==> src/rtl/axi_simple_initiator.sv <==
// AXI4 manager that turns one command into one INCR burst (read or write),
// streams beat data through, and reports a single-cycle completion response.
// Only one transaction is outstanding at a time.
module axi_simple_initiator #(
    parameter int AXI_ADDR_WIDTH = 64,
    parameter int AXI_DATA_WIDTH = 64,
    parameter int AXI_USER_WIDTH = 1,
    parameter int AXI_ID_WIDTH   = 4
) (
    input  logic                          clk,
    input  logic                          rst,
    // command request
    input  logic                          cmd_valid,
    output logic                          cmd_ready,
    input  logic                          cmd_write,
    input  logic [AXI_ADDR_WIDTH-1:0]     cmd_addr,
    input  logic [7:0]                    cmd_len,
    input  logic [2:0]                    cmd_size,
    input  logic [AXI_ID_WIDTH-1:0]       cmd_id,
    // write beat stream
    input  logic [AXI_DATA_WIDTH-1:0]     wr_data,
    input  logic [AXI_DATA_WIDTH/8-1:0]   wr_strb,
    input  logic                          wr_valid,
    output logic                          wr_ready,
    // read beat stream
    output logic [AXI_DATA_WIDTH-1:0]     rd_data,
    output logic                          rd_last,
    output logic                          rd_valid,
    input  logic                          rd_ready,
    // completion
    output logic                          rsp_valid,
    output logic [1:0]                    rsp_resp,
    output logic                          rsp_proto_err,
    // AW channel
    output logic [AXI_ID_WIDTH-1:0]       aw_id,
    output logic [AXI_ADDR_WIDTH-1:0]     aw_addr,
    output logic [AXI_USER_WIDTH-1:0]     aw_user,
    output logic [7:0]                    aw_len,
    output logic [2:0]                    aw_size,
    output logic [1:0]                    aw_burst,
    output logic                          aw_lock,
    output logic [3:0]                    aw_cache,
    output logic [2:0]                    aw_prot,
    output logic [3:0]                    aw_qos,
    output logic [3:0]                    aw_region,
    output logic [5:0]                    aw_atop,
    output logic                          aw_valid,
    input  logic                          aw_ready,
    // W channel
    output logic [AXI_DATA_WIDTH-1:0]     w_data,
    output logic [AXI_DATA_WIDTH/8-1:0]   w_strb,
    output logic [AXI_USER_WIDTH-1:0]     w_user,
    output logic                          w_last,
    output logic                          w_valid,
    input  logic                          w_ready,
    // B channel
    input  logic [AXI_ID_WIDTH-1:0]       b_id,
    input  logic [1:0]                    b_resp,
    input  logic [AXI_USER_WIDTH-1:0]     b_user,
    input  logic                          b_valid,
    output logic                          b_ready,
    // AR channel
    output logic [AXI_ID_WIDTH-1:0]       ar_id,
    output logic [AXI_ADDR_WIDTH-1:0]     ar_addr,
    output logic [AXI_USER_WIDTH-1:0]     ar_user,
    output logic [7:0]                    ar_len,
    output logic [2:0]                    ar_size,
    output logic [1:0]                    ar_burst,
    output logic                          ar_lock,
    output logic [3:0]                    ar_cache,
    output logic [2:0]                    ar_prot,
    output logic [3:0]                    ar_qos,
    output logic [3:0]                    ar_region,
    output logic                          ar_valid,
    input  logic                          ar_ready,
    // R channel
    input  logic [AXI_ID_WIDTH-1:0]       r_id,
    input  logic [AXI_DATA_WIDTH-1:0]     r_data,
    input  logic [1:0]                    r_resp,
    input  logic [AXI_USER_WIDTH-1:0]     r_user,
    input  logic                          r_last,
    input  logic                          r_valid,
    output logic                          r_ready
);

    localparam logic [2:0] S_IDLE = 3'd0;
    localparam logic [2:0] S_AW   = 3'd1;
    localparam logic [2:0] S_W    = 3'd2;
    localparam logic [2:0] S_B    = 3'd3;
    localparam logic [2:0] S_AR   = 3'd4;
    localparam logic [2:0] S_R    = 3'd5;
    localparam logic [2:0] S_RSP  = 3'd6;

    logic [2:0]                r_state;
    logic [AXI_ADDR_WIDTH-1:0] r_txnAddr;
    logic [7:0]                r_txnLen;
    logic [2:0]                r_txnSize;
    logic [AXI_ID_WIDTH-1:0]   r_txnId;
    logic [7:0]                r_beatCnt;
    logic [1:0]                r_rspResp;
    logic                      r_rspErr;

    // State decodes are gated by rst so every valid/ready drops in the very
    // cycle reset is asserted, not one cycle later.
    logic w_inIdle, w_inAw, w_inW, w_inB, w_inAr, w_inR, w_inRsp;
    logic w_wrBeat, w_rdBeat, w_cntAtLen;
    logic w_unused;

    assign w_inIdle   = (r_state == S_IDLE) && !rst;
    assign w_inAw     = (r_state == S_AW)   && !rst;
    assign w_inW      = (r_state == S_W)    && !rst;
    assign w_inB      = (r_state == S_B)    && !rst;
    assign w_inAr     = (r_state == S_AR)   && !rst;
    assign w_inR      = (r_state == S_R)    && !rst;
    assign w_inRsp    = (r_state == S_RSP)  && !rst;
    assign w_cntAtLen = (r_beatCnt == r_txnLen);
    assign w_wrBeat   = w_inW && wr_valid && w_ready;
    assign w_rdBeat   = w_inR && r_valid && rd_ready;
    assign w_unused   = ^{b_user, r_user};

    assign cmd_ready     = w_inIdle;
    assign rsp_valid     = w_inRsp;
    assign rsp_resp      = r_rspResp;
    assign rsp_proto_err = r_rspErr;

    assign aw_id     = r_txnId;
    assign aw_addr   = r_txnAddr;
    assign aw_len    = r_txnLen;
    assign aw_size   = r_txnSize;
    assign aw_burst  = 2'b01;
    assign aw_user   = '0;
    assign aw_lock   = 1'b0;
    assign aw_cache  = 4'd0;
    assign aw_prot   = 3'd0;
    assign aw_qos    = 4'd0;
    assign aw_region = 4'd0;
    assign aw_atop   = 6'd0;
    assign aw_valid  = w_inAw;

    assign ar_id     = r_txnId;
    assign ar_addr   = r_txnAddr;
    assign ar_len    = r_txnLen;
    assign ar_size   = r_txnSize;
    assign ar_burst  = 2'b01;
    assign ar_user   = '0;
    assign ar_lock   = 1'b0;
    assign ar_cache  = 4'd0;
    assign ar_prot   = 3'd0;
    assign ar_qos    = 4'd0;
    assign ar_region = 4'd0;
    assign ar_valid  = w_inAr;

    assign w_data   = wr_data;
    assign w_strb   = wr_strb;
    assign w_user   = '0;
    assign w_valid  = w_inW && wr_valid;
    assign w_last   = w_inW && w_cntAtLen;
    assign wr_ready = w_inW && w_ready;

    assign b_ready  = w_inB;

    assign rd_data  = r_data;
    assign rd_valid = w_inR && r_valid;
    assign rd_last  = w_inR && r_last;
    assign r_ready  = w_inR && rd_ready;

    // Transaction sequencer: latches the command, walks the AXI channels,
    // counts beats and accumulates the completion response/protocol error.
    always_ff @(posedge clk) begin
        if (rst) begin
            r_state   <= S_IDLE;
            r_txnAddr <= '0;
            r_txnLen  <= 8'd0;
            r_txnSize <= 3'd0;
            r_txnId   <= '0;
            r_beatCnt <= 8'd0;
            r_rspResp <= 2'b00;
            r_rspErr  <= 1'b0;
        end else begin
            case (r_state)
                S_IDLE: begin
                    if (cmd_valid) begin
                        r_txnAddr <= cmd_addr;
                        r_txnLen  <= cmd_len;
                        r_txnSize <= cmd_size;
                        r_txnId   <= cmd_id;
                        r_beatCnt <= 8'd0;
                        r_rspResp <= 2'b00;
                        r_rspErr  <= 1'b0;
                        r_state   <= cmd_write ? S_AW : S_AR;
                    end
                end
                S_AW: begin
                    if (aw_ready) r_state <= S_W;
                end
                S_AR: begin
                    if (ar_ready) r_state <= S_R;
                end
                S_W: begin
                    if (w_wrBeat) begin
                        if (w_cntAtLen) r_state <= S_B;
                        else r_beatCnt <= r_beatCnt + 8'd1;
                    end
                end
                S_B: begin
                    if (b_valid) begin
                        r_rspResp <= b_resp;
                        r_rspErr  <= r_rspErr | (b_id != r_txnId);
                        r_state   <= S_RSP;
                    end
                end
                S_R: begin
                    if (w_rdBeat) begin
                        if ((r_id != r_txnId) || (r_last != w_cntAtLen)) r_rspErr <= 1'b1;
                        if ((r_rspResp == 2'b00) && (r_resp != 2'b00)) r_rspResp <= r_resp;
                        if (r_beatCnt != 8'hFF) r_beatCnt <= r_beatCnt + 8'd1;
                        if (r_last) r_state <= S_RSP;
                    end
                end
                S_RSP: begin
                    r_state <= S_IDLE;
                end
                default: begin
                    r_state <= S_IDLE;
                end
            endcase
        end
    end

endmodule
==> config.mk <==
export PLATFORM = sky130hd
export DESIGN_NAME = axi_simple_initiator
export DESIGN_NICKNAME = d
export VERILOG_FILES = /design/src/rtl/axi_simple_initiator.sv
export SDC_FILE = /design/constraint.sdc
export NUM_CORES = 1
export LEC_CHECK = 0
export ABC_AREA = 1
export CELL_PAD_IN_SITES_DETAIL_PLACEMENT = 1
export CELL_PAD_IN_SITES_GLOBAL_PLACEMENT = 2
export CORE_AREA = 8 8 223 225
export DETAILED_ROUTE_END_ITERATION = 16
export DIE_AREA = 0 0 231 233
export GPL_TIMING_DRIVEN = 0
export PLACE_DENSITY = 0.88
export SETUP_SLACK_MARGIN = 0.05
export SLEW_MARGIN = 20
export SYNTH_ARGS = -nofsm -noshare
export SYNTH_HDL_FRONTEND = slang
export SYNTH_SLANG_ARGS = --single-unit
==> constraint.sdc <==
create_clock -name clk -period 2 [get_ports clk]
set_clock_uncertainty 0.05 [all_clocks]
set_input_delay 0.4 -clock clk [delete_from_list [all_inputs] [get_ports clk]]
set_output_delay 0.4 -clock clk [all_outputs]
set_load 0.05 [all_outputs]
==> impl_metrics.json, run 1 <==
{
  "status": "completed",
  "gp_congestion": 0.812,
  "initialDrtViolationCount": 175,
  "power_leakage_nw": 5.85,
  "drc": 0,
  "slew_headroom_pct": 59.1,
  "grt_max_degree": 16,
  "ctsHoldBuffers": 0,
  "synth_cells": 844,
  "fin_ws_ns": 0.0945,
  "fp.dieW_um": 231,
  "vias": 6811,
  "ys_seq_elements": 93,
  "fin_setup_tns_ns": 0,
  "hpwl_um": 28200,
  "cts.clk_slew.worst_paths_ns": 0.08,
  "synthTopCellsByCount": "261 x buf_4, 179 x nor2_1, 93 x dfxtp_1",
  "async_reset_ff_share_pct": 0,
  "top_layer": "met5",
  "fillers": 5623,
  "coreArea_sq_um": 46100,
  "synth_top_area_share_pct": 32.6,
  "final.min_clock_period_ns": 1.91,
  "synthDistinctLibCells": 32,
  "port_buffers": 410,
  "wl_met1_um": 13100,
  "drtPass1Iterations": 4,
  "synth_flop_cell": "dfxtp_1",
  "top_level_ports": 594,
  "tightest_slew_ns": 0.616,
  "num_rows": 79,
  "syn_to_final_growth_pct": 94.6,
  "critPathKind": "flip-flop to output port",
  "cap_viol_max_count": 0,
  "critPathMaxFanout": 3,
  "slew_viol_final": 0,
  "overflow": 0,
  "tritoncts": "done",
  "antenna_left": 0,
  "pre_cts_slack_ns": -2.08,
  "via_per_inst": 3.49,
  "gr-usage-all-layers_pct": 11.7,
  "numCtsBuffers": 9,
  "slowest_stage": "dlygate4sd2_1",
  "timing.rr.end": "r_state[0]",
  "yosys_warnings": 0,
  "startpoint_type": "flip-flop",
  "rrSetupSlack_ns": 0.23,
  "timing.fmax_mhz": 525,
  "die_y_um": 233,
  "r2r-start": "r_state[2]",
  "clk_path_buf_depth": 2,
  "power.density_nw_per_um2": 1240,
  "startpoint": "ar_len[5]",
  "rsz0062_at_grt": "yes",
  "setup_violations": 0,
  "wire_per_inst_um": 17.1,
  "crit_arrival_ns": 1.46,
  "wl_met3_um": 2750,
  "clockRootBuffer": "clkbuf_16",
  "ys_seq_area_share_pct": 31.0,
  "dieArea_sq_um": 53800,
  "cp_cell_sequence": "buf_4 > buf_4 > dlygate4sd2_1",
  "r2r_cells": 11,
  "peakVddDrop_mv": 0.600,
  "end_kind": "output port",
  "required_ns": 1.55,
  "hold_class": "flip-flop to flip-flop",
  "fin_crit_sh_pct": 95.3,
  "worstSkewPairLatency_ns": 0.37,
  "met2_wirelength_um": 17200,
  "routed_wl_um": 33400,
  "syn_area_sq_um": 6010,
  "drive_gt1_share_pct": 31.4,
  "worst_path_most_repeated_cell": "buf_4",
  "ys_top_cells_by_area": "buf_4 33%, dfxtp_1 31%, nor2_1 11%",
  "grt_pass1_vias": 7578,
  "worst_path_largest_cell_delay_ns": 0.52,
  "yosysTopAreaCell": "buf_4",
  "synth_most_common_cell": "buf_4",
  "crit_end": "aw_len[5]",
  "grt_pass1_wl_um": 47900,
  "htreeDepth": 3,
  "postSynthAreaPerCell_sq_um": 7.12,
  "finalHoldViolations": 0,
  "cts_sinks": 93,
  "initial_core_util_pct": 13.1,
  "antenna_found_initial": 3,
  "synth_edf_count": 0,
  "nets": 1579
}
-- worst min-delay path by stage --
stage,from,end,depth (start not counted)
final,ar_len[5],ar_len[5],2
after global routing,ar_len[5],ar_len[5],2
after CTS,r_beatCnt[0],r_beatCnt[0],2
after detailed placement,r_beatCnt[4],r_beatCnt[4],2
after global placement,r_beatCnt[4],r_beatCnt[4],2
after floorplan,r_beatCnt[4],r_beatCnt[4],2
-- power by group --
group / leakage (nW) / internal (mW) / total [mW] / switching [mW]
sequential: 0.775 / 2.42 / 2.97 / 0.547
combinational: 4.93 / 3.09 / 9.70 / 6.61
clock: 0.140 / 0.978 / 1.83 / 0.853
total: 5.85 / 6.49 / 14.5 / 8.01
-- cells by family (layout without fill, tap and decap cells) --
logic type	Yosys count	after routing	share of synthesized area, %
other cells	2	47	0.125
xor+xnor	6	6	0.874
buf+inv	333	788	37.5
simple gates	296	296	20.7
compound gates	113	113	9.63
fa+ha+maj	1	1	0.208
flops	93	93	31.0
-- layout make-up --
class / instances / area [sq um] / share of cell area, %
diodes: 2 / 5.00 / 0.0428
clock inverters: 5 / 60.1 / 0.513
flip-flops and latches: 93 / 1910 / 16.3
plain buffers: 287 / 2140 / 18.3
multi-input cells: 461 / 2230 / 19.1
clock buffers: 11 / 233 / 1.99
well taps: 607 / 759 / 6.49
repair buffers: 441 / 4180 / 35.7
inverters: 44 / 193 / 1.65
-- cells in the final DEF, fill, tap and decap left out, types with 2 or more instances in the layout --
master / instances
dfxtp_1: 74
clkbuf_2: 10
nand3_1: 8
buf_8: 4
or2_2: 2
diode_2: 2
clkdlybuf4s15_2: 3
nand2_4: 3
nor2_1: 167
xnor2_2: 3
dfxtp_4: 9
buf_6: 10
nand4_1: 12
nor3_1: 6
buf_2: 7
inv_2: 7
clkdlybuf4s15_1: 2
clkbuf_16: 11
nand3_4: 3
buf_4: 289
dlygate4sd2_1: 155
nor2_2: 7
dfxtp_2: 10
o21ai_1: 4
nand3_2: 3
conb_1: 45
inv_4: 6
xnor2_1: 3
clkinv_4: 2
nand2_2: 14
clkbuf_1: 9
o21ai_0: 87
inv_1: 29
nand2_1: 59
clkdlybuf4s50_1: 237
a21oi_1: 18
nor2_4: 9
-- per-stage QoR --
step           hold slack [ns]  instances  total power, mW  utilization [%]  instance area [sq um]
6_report                 0.440       1951             14.5             25.4                  11700
5_1_grt                  0.461       1949             15.4             25.4                  11700
4_1_cts                  0.453       1937             14.4             24.9                  11500
3_5_place_dp             0.459       1904             12.8             24.0                  11100
3_3_place_gp             0.440       1904             12.7             24.0                  11100
2_1_floorplan            0.417        887             9.38                -                   6200
-- state kept, by name, indices dropped and copies added (netlist names) --
name / cells
rsp_resp: 2
r_beatCnt: 8
ar_size: 3
ar_id: 4
r_state: 3
ar_len: 8
rsp_proto_err: 1
ar_addr: 64
-- critical path: cells and delay by family (launching register included) --
family / cells / cell delay, ns
buf+inv: 3 / 0.72
flops: 1 / 0.36
-- routing by layer --
| metal | GRT usage, % | vias to the layer above |
|---|---|---|
| met3 | 4.70 | 22 |
| met1 | 13.1 | 3196 |
| met4 | 2.85 | 2 |
| met2 | 20.6 | 259 |
| li1 | - | 3332 |
| met5 | 0 | - |
-- what timing repair did --
item | 4_1_cts | 5_1_grt
resized for setup | 302 | 58
endpoints found under the setup margin | 264 | 38
setup buffers | 17 | 15
endpoints found under the hold margin | 0 | 0
pin swaps | 11 | 22
cloned | 0 | 0
(Power assumes the default switching activity.)
==> run 2, diff against run 1 <==
--- a/config.mk
+++ b/config.mk
@@ -13,7 +13,8 @@
 export DIE_AREA = 0 0 231 233
 export GPL_TIMING_DRIVEN = 0
 export PLACE_DENSITY = 0.88
-export SETUP_SLACK_MARGIN = 0.05
+export SETUP_SLACK_MARGIN = 0.2
+export SKIP_CTS_REPAIR_TIMING = 1
 export SLEW_MARGIN = 20
 export SYNTH_ARGS = -nofsm -noshare
 export SYNTH_HDL_FRONTEND = slang
==> impl_metrics.json, run 2 (synthesized netlist as in run 1, its figures left out) <==
{
  "finalHoldViolations": 0,
  "instances_no_fill": 1952,
  "slew_viol_final": 0,
  "fin_setup_tns_ns": 0,
  "seq_area_sq_um": 1900,
  "tightest_slew_ns": 0.630,
  "end_kind": "output port",
  "nets": 1581,
  "via_per_inst": 3.48,
  "dpl.cell_count": 1904,
  "drc": 0,
  "grt_pass1_vias": 7354,
  "top_level_ports": 594,
  "startpoint": "r_state[1]",
  "critPathMaxFanout": 5,
  "dieArea_sq_um": 53800,
  "critPathKind": "flip-flop to output port",
  "cap_viol_max_count": 0,
  "clk_path_buf_depth": 2,
  "numCtsBuffers": 9,
  "tritoncts": "done",
  "final_cell_mix": "286 x buf_4, 236 x clkdlybuf4s50_1, 164 x nor2_1",
  "cts_sinks": 93,
  "hold_class": "flip-flop to flip-flop",
  "hpwl_um": 28400,
  "initial_core_util_pct": 13.1,
  "crit_end": "rd_last",
  "overflow": 0,
  "gr-usage-all-layers_pct": 11.6,
  "gp_congestion": 0.796,
  "fin_crit_sh_pct": 99.1,
  "r2r-start": "r_state[1]",
  "htreeDepth": 3,
  "num_rows": 79,
  "worstSkewPairLatency_ns": 0.37,
  "antenna_left": 0,
  "crit_arrival_ns": 1.53,
  "final.min_clock_period_ns": 1.98,
  "wire_per_inst_um": 17.3,
  "status": "completed",
  "drive_gt1_share_pct": 34.2,
  "die_y_um": 233,
  "required_ns": 1.55,
  "port_buffers": 410,
  "setup_violations": 0,
  "peakVddDrop_mv": 0.717,
  "largest_reg_flops": 64,
  "syn_to_final_growth_pct": 102,
  "rsz0062_at_grt": "yes",
  "final_common_cell": "buf_4",
  "timing.fmax_mhz": 505,
  "drtPass1Iterations": 4,
  "power.density_nw_per_um2": 1250,
  "cts.clk_slew.worst_paths_ns": 0.08,
  "grt_pass1_wl_um": 47000,
  "slew_headroom_pct": 57.9,
  "fp.dieW_um": 231,
  "grt_max_degree": 16,
  "routed_wl_um": 33700,
  "hp-start": "ar_len[1]",
  "multi_input_comb_area_sq_um": 2300,
  "rrSetupSlack_ns": 0.27,
  "coreArea_sq_um": 46100,
  "clockRootBuffer": "clkbuf_16",
  "initialDrtViolationCount": 214,
  "antenna_found_initial": 3,
  "startpoint_type": "flip-flop",
  "fillers": 5569,
  "r2r_cells": 12,
  "timing.rr.end": "rsp_proto_err",
  "power_leakage_nw": 7.33,
  "vias": 6797
}
## run 2: changes by cell type in the layout (fill, tap and decap cells not counted), moves of 4 or more
cell and delta:
buf_8 +4, clkbuf_2 +31, dlymetal6s2s_1 +128, nand2_2 -4, dlygate4sd2_1 -155
## run 2: area by class of cell
class | instances | area share (%)
inverters | 44 | 1.66
diodes | 1 | 0.0206
clock inverters | 5 | 0.689
repair buffers | 441 | 37.5
flip-flops and latches | 93 | 15.6
clock buffers | 11 | 1.91
well taps | 607 | 6.24
multi-input cells | 461 | 18.9
plain buffers | 289 | 17.5
## run 2: worst max-delay path, cell delays in order (launching register included)
cell and delay, ns:
dfxtp_4 0.37, inv_4 0.08, nand2_4 0.07, nor2_4 0.24, nand2_4 0.12, nor2_4 0.12
buf_6 0.16
## run 2: routing by layer
metal  up-vias  GRT usage, %  routed length (um)
met5         -             0                   0
met4         0          2.51                 252
met3        14          4.74                2860
met2       262          21.0               18100
met1      3185          12.5               12500
li1       3336             -                   -
## run 2: worst min-delay path by stage
stage                               to  cells past startpoint
after floorplan           r_beatCnt[4]                      2
after global placement    r_beatCnt[4]                      2
after detailed placement  r_beatCnt[4]                      2
after CTS                 r_beatCnt[4]                      2
after global routing      r_beatCnt[3]                      2
final                        ar_len[1]                      2
## run 2: power breakdown
part / total [mW] / internal (mW) / switching (mW)
sequential: 2.99 / 2.42 / 0.571
clock: 1.98 / 1.10 / 0.873
combinational: 10.2 / 3.52 / 6.67
total: 15.2 / 7.05 / 8.12
## run 2: per-stage QoR
stage | hold slack (ns) | setup slack (ns) | util [%] | power, mW | instance area, sq um
after detailed placement | 0.452 | -1.83 | 24.0 | 12.8 | 11100
after CTS | 0.465 | -1.84 | 24.7 | 14.9 | 11400
after floorplan | 0.417 | -0.135 | - | 9.39 | 6210
after global routing | 0.477 | -0.0524 | 26.4 | 16.0 | 12200
final | 0.451 | 0.0182 | 26.4 | 15.2 | 12200
after global placement | 0.444 | -1.81 | 24.0 | 12.7 | 11100
